[src/rtl/race_reaction_monitor.sv]
// -----------------------------------------------------------------------------
// race_reaction_monitor
// Receiving end of the race light interface. Watches the Red/Yellow/Green lamp
// lines from the light controller and the racer's button, measures reaction
// time in millisecond ticks from Green onset to the press, and flags false
// starts, timeouts and illegal lamp codes/sequences.
//
// Ports:
//   Clk        in   system clock, rising edge
//   Reset      in   synchronous active-high reset
//   Red        in   red lamp level (Clk-synchronous)
//   Yellow     in   yellow lamp level (Clk-synchronous)
//   Green      in   green lamp level (Clk-synchronous)
//   Btn        in   racer button, asynchronous, active-high
//   ReactTime  out  latched reaction time in ms (CNT_W bits)
//   Valid      out  one-cycle pulse when ReactTime holds a new measurement
//   FalseStart out  press seen while Yellow (armed)
//   Timeout    out  no press within TIMEOUT_MS of Green, or Green ended early
//   Fault      out  sticky, illegal lamp code or order; cleared only by Reset
//   Busy       out  high while ARMED or TIMING
// -----------------------------------------------------------------------------
module race_reaction_monitor #(
    parameter int TICK_DIV   = 1000,
    parameter int CNT_W      = 12,
    parameter int TIMEOUT_MS = 2000
) (
    input  logic             Clk,
    input  logic             Reset,
    input  logic             Red,
    input  logic             Yellow,
    input  logic             Green,
    input  logic             Btn,
    output logic [CNT_W-1:0] ReactTime,
    output logic             Valid,
    output logic             FalseStart,
    output logic             Timeout,
    output logic             Fault,
    output logic             Busy
);

    localparam int PRE_W = 16;

    localparam logic [2:0] C_DARK = 3'b000;
    localparam logic [2:0] C_G    = 3'b001;
    localparam logic [2:0] C_Y    = 3'b010;
    localparam logic [2:0] C_R    = 3'b100;

    localparam logic [PRE_W-1:0] PRE_LAST = PRE_W'(TICK_DIV - 1);
    localparam logic [CNT_W-1:0] CNT_MAX  = {CNT_W{1'b1}};
    localparam logic [CNT_W-1:0] TO_VAL   = CNT_W'(TIMEOUT_MS);

    typedef enum logic [2:0] {
        S_IDLE   = 3'd0,
        S_ARMED  = 3'd1,
        S_TIMING = 3'd2,
        S_DONE   = 3'd3,
        S_FAULT  = 3'd4
    } state_t;

    state_t           r_state;
    logic [2:0]       r_prev_code;
    logic             r_btn_s1;
    logic             r_btn_s2;
    logic             r_btn_s3;
    logic [PRE_W-1:0] r_pre;
    logic [CNT_W-1:0] r_cnt;

    logic [2:0]       w_code;
    logic             w_press;
    logic             w_wrap;
    logic             w_illegal;
    logic [CNT_W-1:0] w_cnt_next;

    assign w_code  = {Red, Yellow, Green};
    assign w_press = r_btn_s2 & ~r_btn_s3;
    assign w_wrap  = (r_pre == PRE_LAST);

    // Classify the current lamp code: only one-hot or all-dark is legal.
    always_comb begin
        w_illegal = 1'b1;
        case (w_code)
            C_DARK, C_G, C_Y, C_R: w_illegal = 1'b0;
            default:               w_illegal = 1'b1;
        endcase
    end

    // Counter value after this edge's tick; ReactTime captures this so a
    // press on the tick edge reports the value the counter reaches.
    always_comb begin
        w_cnt_next = r_cnt;
        if (w_wrap && (r_cnt != CNT_MAX)) begin
            w_cnt_next = r_cnt + CNT_W'(1);
        end else begin
            w_cnt_next = r_cnt;
        end
    end

    // Button synchronizer, lamp history and the monitor state machine.
    always_ff @(posedge Clk) begin
        if (Reset) begin
            r_state     <= S_IDLE;
            r_prev_code <= 3'b000;
            r_btn_s1    <= 1'b0;
            r_btn_s2    <= 1'b0;
            r_btn_s3    <= 1'b0;
            r_pre       <= '0;
            r_cnt       <= '0;
            ReactTime   <= '0;
            Valid       <= 1'b0;
            FalseStart  <= 1'b0;
            Timeout     <= 1'b0;
            Fault       <= 1'b0;
            Busy        <= 1'b0;
        end else begin
            r_btn_s1    <= Btn;
            r_btn_s2    <= r_btn_s1;
            r_btn_s3    <= r_btn_s2;
            r_prev_code <= w_code;
            Valid       <= 1'b0;

            if (w_illegal) begin
                // An illegal code overrides every other event.
                r_state <= S_FAULT;
                Fault   <= 1'b1;
                Busy    <= 1'b0;
            end else begin
                case (r_state)
                    S_IDLE: begin
                        if ((w_code == C_Y) && (r_prev_code == C_R)) begin
                            r_state    <= S_ARMED;
                            FalseStart <= 1'b0;
                            Timeout    <= 1'b0;
                            r_cnt      <= '0;
                            r_pre      <= '0;
                            Busy       <= 1'b1;
                        end else begin
                            r_state <= S_IDLE;
                        end
                    end
                    S_ARMED: begin
                        // Press checked first: a press coinciding with the
                        // switch to Green is still a false start.
                        if (w_press) begin
                            r_state    <= S_DONE;
                            FalseStart <= 1'b1;
                            Busy       <= 1'b0;
                        end else if (w_code == C_G) begin
                            r_state <= S_TIMING;
                            r_pre   <= '0;
                            r_cnt   <= '0;
                        end else if (w_code == C_Y) begin
                            r_state <= S_ARMED;
                        end else begin
                            r_state <= S_FAULT;
                            Fault   <= 1'b1;
                            Busy    <= 1'b0;
                        end
                    end
                    S_TIMING: begin
                        if ((w_code == C_Y) || (w_code == C_DARK)) begin
                            r_state <= S_FAULT;
                            Fault   <= 1'b1;
                            Busy    <= 1'b0;
                        end else if (w_press) begin
                            r_state   <= S_DONE;
                            ReactTime <= w_cnt_next;
                            Valid     <= 1'b1;
                            Busy      <= 1'b0;
                        end else if (w_code == C_R) begin
                            // Green withdrawn before the racer reacted.
                            r_state <= S_DONE;
                            Timeout <= 1'b1;
                            Busy    <= 1'b0;
                        end else if (w_cnt_next == TO_VAL) begin
                            r_state   <= S_DONE;
                            Timeout   <= 1'b1;
                            ReactTime <= TO_VAL;
                            Busy      <= 1'b0;
                        end else begin
                            r_pre <= w_wrap ? '0 : (r_pre + PRE_W'(1));
                            r_cnt <= w_cnt_next;
                        end
                    end
                    S_DONE: begin
                        if (w_code == C_R) begin
                            r_state <= S_IDLE;
                        end else begin
                            r_state <= S_DONE;
                        end
                    end
                    S_FAULT: begin
                        r_state <= S_FAULT;
                        Fault   <= 1'b1;
                        Busy    <= 1'b0;
                    end
                    default: begin
                        r_state <= S_FAULT;
                        Fault   <= 1'b1;
                        Busy    <= 1'b0;
                    end
                endcase
            end
        end
    end

endmodule

[config.mk]
export PLATFORM = sky130hd
export DESIGN_NAME = race_reaction_monitor
export DESIGN_NICKNAME = d
export VERILOG_FILES = /design/src/rtl/race_reaction_monitor.sv
export SDC_FILE = /design/constraint.sdc
export NUM_CORES = 1
export LEC_CHECK = 0
export ABC_AREA = 1
export CAP_MARGIN = 20
export CORE_ASPECT_RATIO = 1.4
export CORE_MARGIN = 2
export CORE_UTILIZATION = 35
export CTS_CLUSTER_SIZE = 14
export DETAILED_ROUTE_END_ITERATION = 16
export PLACE_DENSITY = 0.52
export SKIP_LAST_GASP = 1
export SLEW_MARGIN = 10
export SYNTH_ARGS = -nofsm -noshare
export SYNTH_HDL_FRONTEND = slang
export SYNTH_SLANG_ARGS = --single-unit
[constraint.sdc]
create_clock -name Clk -period 4.3 [get_ports Clk]
set_input_delay 1.075 -clock Clk [delete_from_list [all_inputs] [get_ports Clk]]
set_output_delay 1.075 -clock Clk [all_outputs]
set_load 0.02 [all_outputs]
After elaboration in Yosys (flattened, before gate mapping). Index checks and enable logic that the tools add are counted.

Reductions and logical operators: 19. Equal/unequal tests: 29. Add/sub/neg operators: 2. Muxes and demuxes: 56. Bitwise operators: 6.

Operator list (count): $mux W12 (11); $mux W16 (8); $pmux W16 S3 (1); $pmux W12 S3 (1); $mux W3 (8); $mux W1 (21); $ne A3 B3 Y1 const B (7); $ne A2 B2 Y1 const B (10); $add A16 B1 Y16 const B (1); $eq A16 B10 Y1 const B (1); $reduce_and A5 Y1 (3); $add A12 B1 Y12 const B (1); $eq A12 B11 Y1 const B (1); $ne A12 B12 Y1 const B (1); $pmux W3 S4 (1); $eq A3 B2 Y1 const B (3); $reduce_and A9 Y1 (1); $reduce_or A4 Y1 (2); $eq A3 B1 Y1 const B (2); $eq A3 B3 Y1 const B (2); $logic_not A3 Y1 (2); $ne A6 B6 Y1 const B (1); $reduce_and A6 Y1 (1); $reduce_bool A2 Y1 (3); other kinds (12) (19).

Word-level logic and storage cells: 126. Input bits: 6. Output and inout port bits: 17. Register bits: 54.

Longest topological paths before layout.
Word-level depth: 10. Mapped depth: 20. Mapped depth without buffers: 19.

Worst setup path before layout. Ideal clock, no wire load.

Kind: in2reg. From: in Yellow. To: reg r_cnt[0]. Stages: 8. Path slack: 1695 ps. Path buffers: 1. Arrival: 2541 ps. Setup time: 64 ps. Data required time: 4236 ps. Cells stage by stage: nor3_1 -> inv_1 -> nand2_1 -> o21ai_0 -> nor4_4 -> clkbuf_1 -> a21oi_1 -> nor2_1.

Cells in the longest elaborated chain, start to end: 4. Elaborated cells on any way between the ends: 12. Classes of those cells: 7 x eq/ne; 5 x reduce/logical.

Ends and longest elaborated chain: start: declaration (line 30) `input logic Yellow,`; $eq A3 B2 Y1 or $logic_not A3 Y1 (tied branches) (line 81, 129, 160); $logic_or A1 B1 Y1 or $logic_and A1 B1 Y1 (tied branches) (line 160, 129); $ne A2 B2 Y1 (no source line); $reduce_and A9 Y1 (no source line) *; end signal: assignment (line 181) `r_cnt <= w_cnt_next;`; end: declaration (line 66) `logic [CNT_W-1:0] r_cnt;`.

Every way passes the cells marked *; elsewhere a longest branch is shown, timed or not. A chain may end at the register's enable or synchronous reset.

Worst setup path in the final report.
From: in Green. To: reg r_pre[6].

Cells in the longest elaborated chain, start to end: 4. Elaborated cells on any way between the ends: 12. Classes of those cells: 7 x eq/ne; 5 x reduce/logical.

Ends and longest elaborated chain: start: declaration (line 31) `input logic Green,`; $eq A3 B2 Y1 or $logic_not A3 Y1 (tied branches) (line 81, 129, 160); $logic_or A1 B1 Y1 or $logic_and A1 B1 Y1 (tied branches) (line 160, 129); $ne A2 B2 Y1 (no source line); $reduce_and A9 Y1 (no source line) *; end signal: assignment (line 180) `r_pre <= w_wrap ? '0 : (r_pre + PRE_W'(1));`; end: declaration (line 65) `logic [PRE_W-1:0] r_pre;`.

Marks and branches as above.

==> flow_metrics.py <==
metrics = {
    "cells_and_area": {
        "post-route-util": 0.4076,
        "drive_gt1_frac": 0.09894,
        "final_nets": 573,
        "final_cell_area_um2": 3899,
        "antenna_cells": 0,
        "area_growth_pct": 12.65,
    },
    "synth": {
        "synthesis.area_um2": 3461,
        "synth_edf_count": 0,
        "ys_top_cells_by_area": "dfxtp_1, nand2_1, nor2_1, nand3_1, inv_1",
        "synth_compound_area_frac": 0.09798,
        "synth_nets": 560,
        "syn_avg_cell_area_um2": 6.270,
        "synth.most_common_cell": "nand2_1",
        "synth.area.mux_share": 0,
        "ys_types": 37,
        "synthXorXnorAreaFrac": 0.01265,
        "async_flop_share": 0,
        "synth_top_family_by_area": "simple AND/OR/NAND/NOR gates",
        "yosysTopAreaCell": "dfxtp_1",
        "yosys_warnings": 0,
        "synth_top_flop_cell": "dfxtp_1",
        "synth_top_area_frac": 0.3124,
        "synth_adder_area_share": 0.007231,
        "ys_seq_area_frac": 0.3124,
        "netlist_instances": 552,
        "ys_seq_elements": 54,
        "synthSimpleGateAreaFrac": 0.4610,
        "synthTopCellsByCount": "nand2_1, nor2_1, inv_1, dfxtp_1, nand3_1",
    },
    "die": {
        "die_w_um": 88.04,
        "row_count": 42,
        "chipHeight_um": 121.7,
        "die_area_um2": 10710,
        "start_util": 0.3619,
        "io_pins": 23,
        "core_area_um2": 9564,
    },
    "setup_path": {
        "critPathMaxFanout": 41,
        "worstSetupStartpointType": "input pin",
        "cp.arrival_ps": 3350,
        "cp_slowest_cell": "clkdlybuf4s50_1",
        "cp.required_ps": 4500,
        "cpPeakStageDelay_ps": 510,
        "reg2reg_slack_ps": 1570,
        "crit_top_cell": "inv_1",
        "crit_chain": "clkdlybuf4s50_1 -> inv_1 -> nor3_1 -> inv_1 -> nand2_1 -> nor2_1 -> inv_1 -> nand2_1 -> nor4_4 -> buf_4 -> nand2_8 -> nor2_1 -> nor2_2",
        "crit_type": "input pin to flip-flop",
        "ff2ff_path_depth": 15,
        "cp-end-kind": "flip-flop",
    },
    "power_and_ir_drop": {
        "p_int_uw": 802.3,
        "powerDensity_nw_per_um2": 293.4,
        "p_seq_frac": 0.481,
        "pwr-share-comb": 0.140,
        "sw_frac_of_total": 0.2987,
        "p_switching_uw": 341.8,
        "ir_worst_vdd_v": 0.0001707,
        "p_leak_nw": 1.691,
        "pwr-share-clk": 0.379,
    },
    "clock_network": {
        "clock_path_buffers": 2,
        "postCtsResizedCells": 0,
        "cts.htree.levels": 2,
        "numClockSinks": 54,
        "holdBufCountCts": 0,
        "clk_latency_ps": 300,
        "cts_buffers": 5,
        "path_clk_slew_ps": 80,
        "cts_setup_buffers": 0,
        "cts_root_buffer": "clkbuf_16",
        "cts_tree": "yes",
    },
    "worst_hold_path": {
        "hp-class": "flip-flop to flip-flop",
        "hold_path_depth": 2,
    },
    "sta": {
        "fin_tns_setup_ps": 0,
        "fmax_mhz": 317.5,
        "rsz0062_at_grt": "false",
        "drv_slew": 0,
        "post-route-min-period_ps": 3149,
        "finalHoldViolCount": 0,
        "setup_slack_ps": 1151,
        "relSlewSlack": 0.6463,
        "report.final.setup_viol": 0,
        "clock_skew_ps": 7.368,
        "period_share": 0.7324,
        "tightest_slew_ps": 528.9,
    },
    "placed_design": {
        "io_buffers": 22,
        "dp_hpwl_um": 6485,
        "place_congestion": 0.8832,
        "place_area_um2": 3745,
        "pre_cts_slack_ps": 839.4,
    },
    "global_routing": {
        "grt_use_met3": 0.02304,
        "met2_usage": 0.3092,
        "track_usage": 0.1709,
        "grt_max_degree": 42,
        "grt_overflow": 0,
        "grt_pass1_wl_um": 14620,
        "use_met1": 0.2004,
        "grt_pass1_vias": 3187,
        "gr-max-usage-layer": "met2",
        "antenna_found_initial": 0,
    },
    "drt": {
        "num_vias": 3387,
        "drc": 0,
        "ant_nets": 0,
        "routedWlPerCell_um": 12.46,
        "vias_per_cell": 4.852,
        "wirelength_um": 8694,
        "drt-initial-drc-count": 152,
        "first_pass_iters": 4,
    },
    "status": {
        "status": "finished clean",
    },
    "run": {
        "drv_cap": 0,
    },
}
-- logic make-up (layout without fill, tap and decap cells) --
kind of cell / count (synthesis) / after routing
AOI/OAI and AO/OA: 64 / 64
buffers and inverters: 87 / 101
DFF: 54 / 54
xor gates and xnor gates: 5 / 5
adders and majority gates: 2 / 2
and+or+nand+nor: 340 / 340
-- layout make-up --
class	count	area [µm²]
Fill cell	1079	5665
Multi-Input combinational cell	411	2003
Sequential cell	54	1081
Inverter	69	260.3
Timing Repair Buffer	24	235.2
Tap cell	132	165.2
Clock buffer	5	125.1
Clock inverter	3	28.78
-- routing by layer --
layer | wire [µm] | vias up
li1 | - | 1771
met4 | 257 | 0
met5 | 0 | -
met1 | 3914 | 1569
met2 | 4371 | 33
met3 | 151 | 14
-- worst max-delay path: cells and delay by family --
kind	cells	cell delay [ps]
buffers and inverters	5	1220
AND/OR/NAND/NOR	8	1030
-- power groups by stage --
| stage | combinational [mW] | sequential [mW] | clock, mW |
|---|---|---|---|
| 2_1_floorplan | 0.131 | 0.556 | 0 |
| 3_3_place_gp | 0.159 | 0.562 | 0 |
| 3_5_place_dp | 0.161 | 0.562 | 0 |
| 4_1_cts | 0.161 | 0.550 | 0.449 |
| 5_1_grt | 0.185 | 0.554 | 0.470 |
| 6_report | 0.160 | 0.551 | 0.434 |
-- sequential cells by signal, indices dropped and copies added (netlist names) --
register,count
r_state,3
FalseStart,1
ReactTime,12
r_cnt,12
r_btn_s2,1
Timeout,1
Fault,1
r_btn_s3,1
r_pre,16
Valid,1
r_prev_code,3
r_btn_s1,1
Busy,1
-- layout by cell type, fill, tap and decap left out --
master,netlist,layout
inv_1,62,62
xor2_1,4,4
clkdlybuf4s50_1,0,22
nand2_1,124,124
buf_4,1,2
nand2_8,2,2
dfxtp_1,54,54
nor3_2,1,1
clkinv_4,0,1
inv_8,0,1
nor2_2,11,11
nor2_4,3,3
nand2_2,19,19
nand2_4,1,1
inv_6,0,1
nor4_4,1,1
o211ai_1,2,2
nor3b_1,1,1
a311oi_1,1,1
nor2_1,103,103
o21ai_0,23,23
nand3b_1,6,6
a31oi_1,2,2
a22oi_1,1,1
nand3_1,51,51
clkinv_2,1,1
nand4_1,7,7
nand3_4,2,2
xnor2_1,1,1
a21oi_1,33,33
clkinv_1,3,3
inv_2,3,3
nor3_1,6,6
nand4_2,1,1
clkbuf_16,0,5
o21bai_1,2,2
nand3_2,1,1
ha_1,2,2
-- path summary, 6_finish.rpt --
| kind | from | end |
|---|---|---|
| setup reg to reg | r_cnt[0] | ReactTime[1] |
| setup / recovery | Green | r_pre[6] |
| hold reg to reg | r_btn_s1 | r_btn_s2 |
| hold / removal | r_btn_s1 | r_btn_s2 |
-- metrics by stage --
step	power (mW)	hold WS [ps]	instances
finish	1.144	408.1	698
global route	1.209	429.5	698
CTS	1.161	413.0	698
detailed placement	0.7226	399.6	690
global placement	0.7208	391.9	690
floorplan	0.6867	388.3	552
No activity file was read; power rests on OpenSTA's default activity.
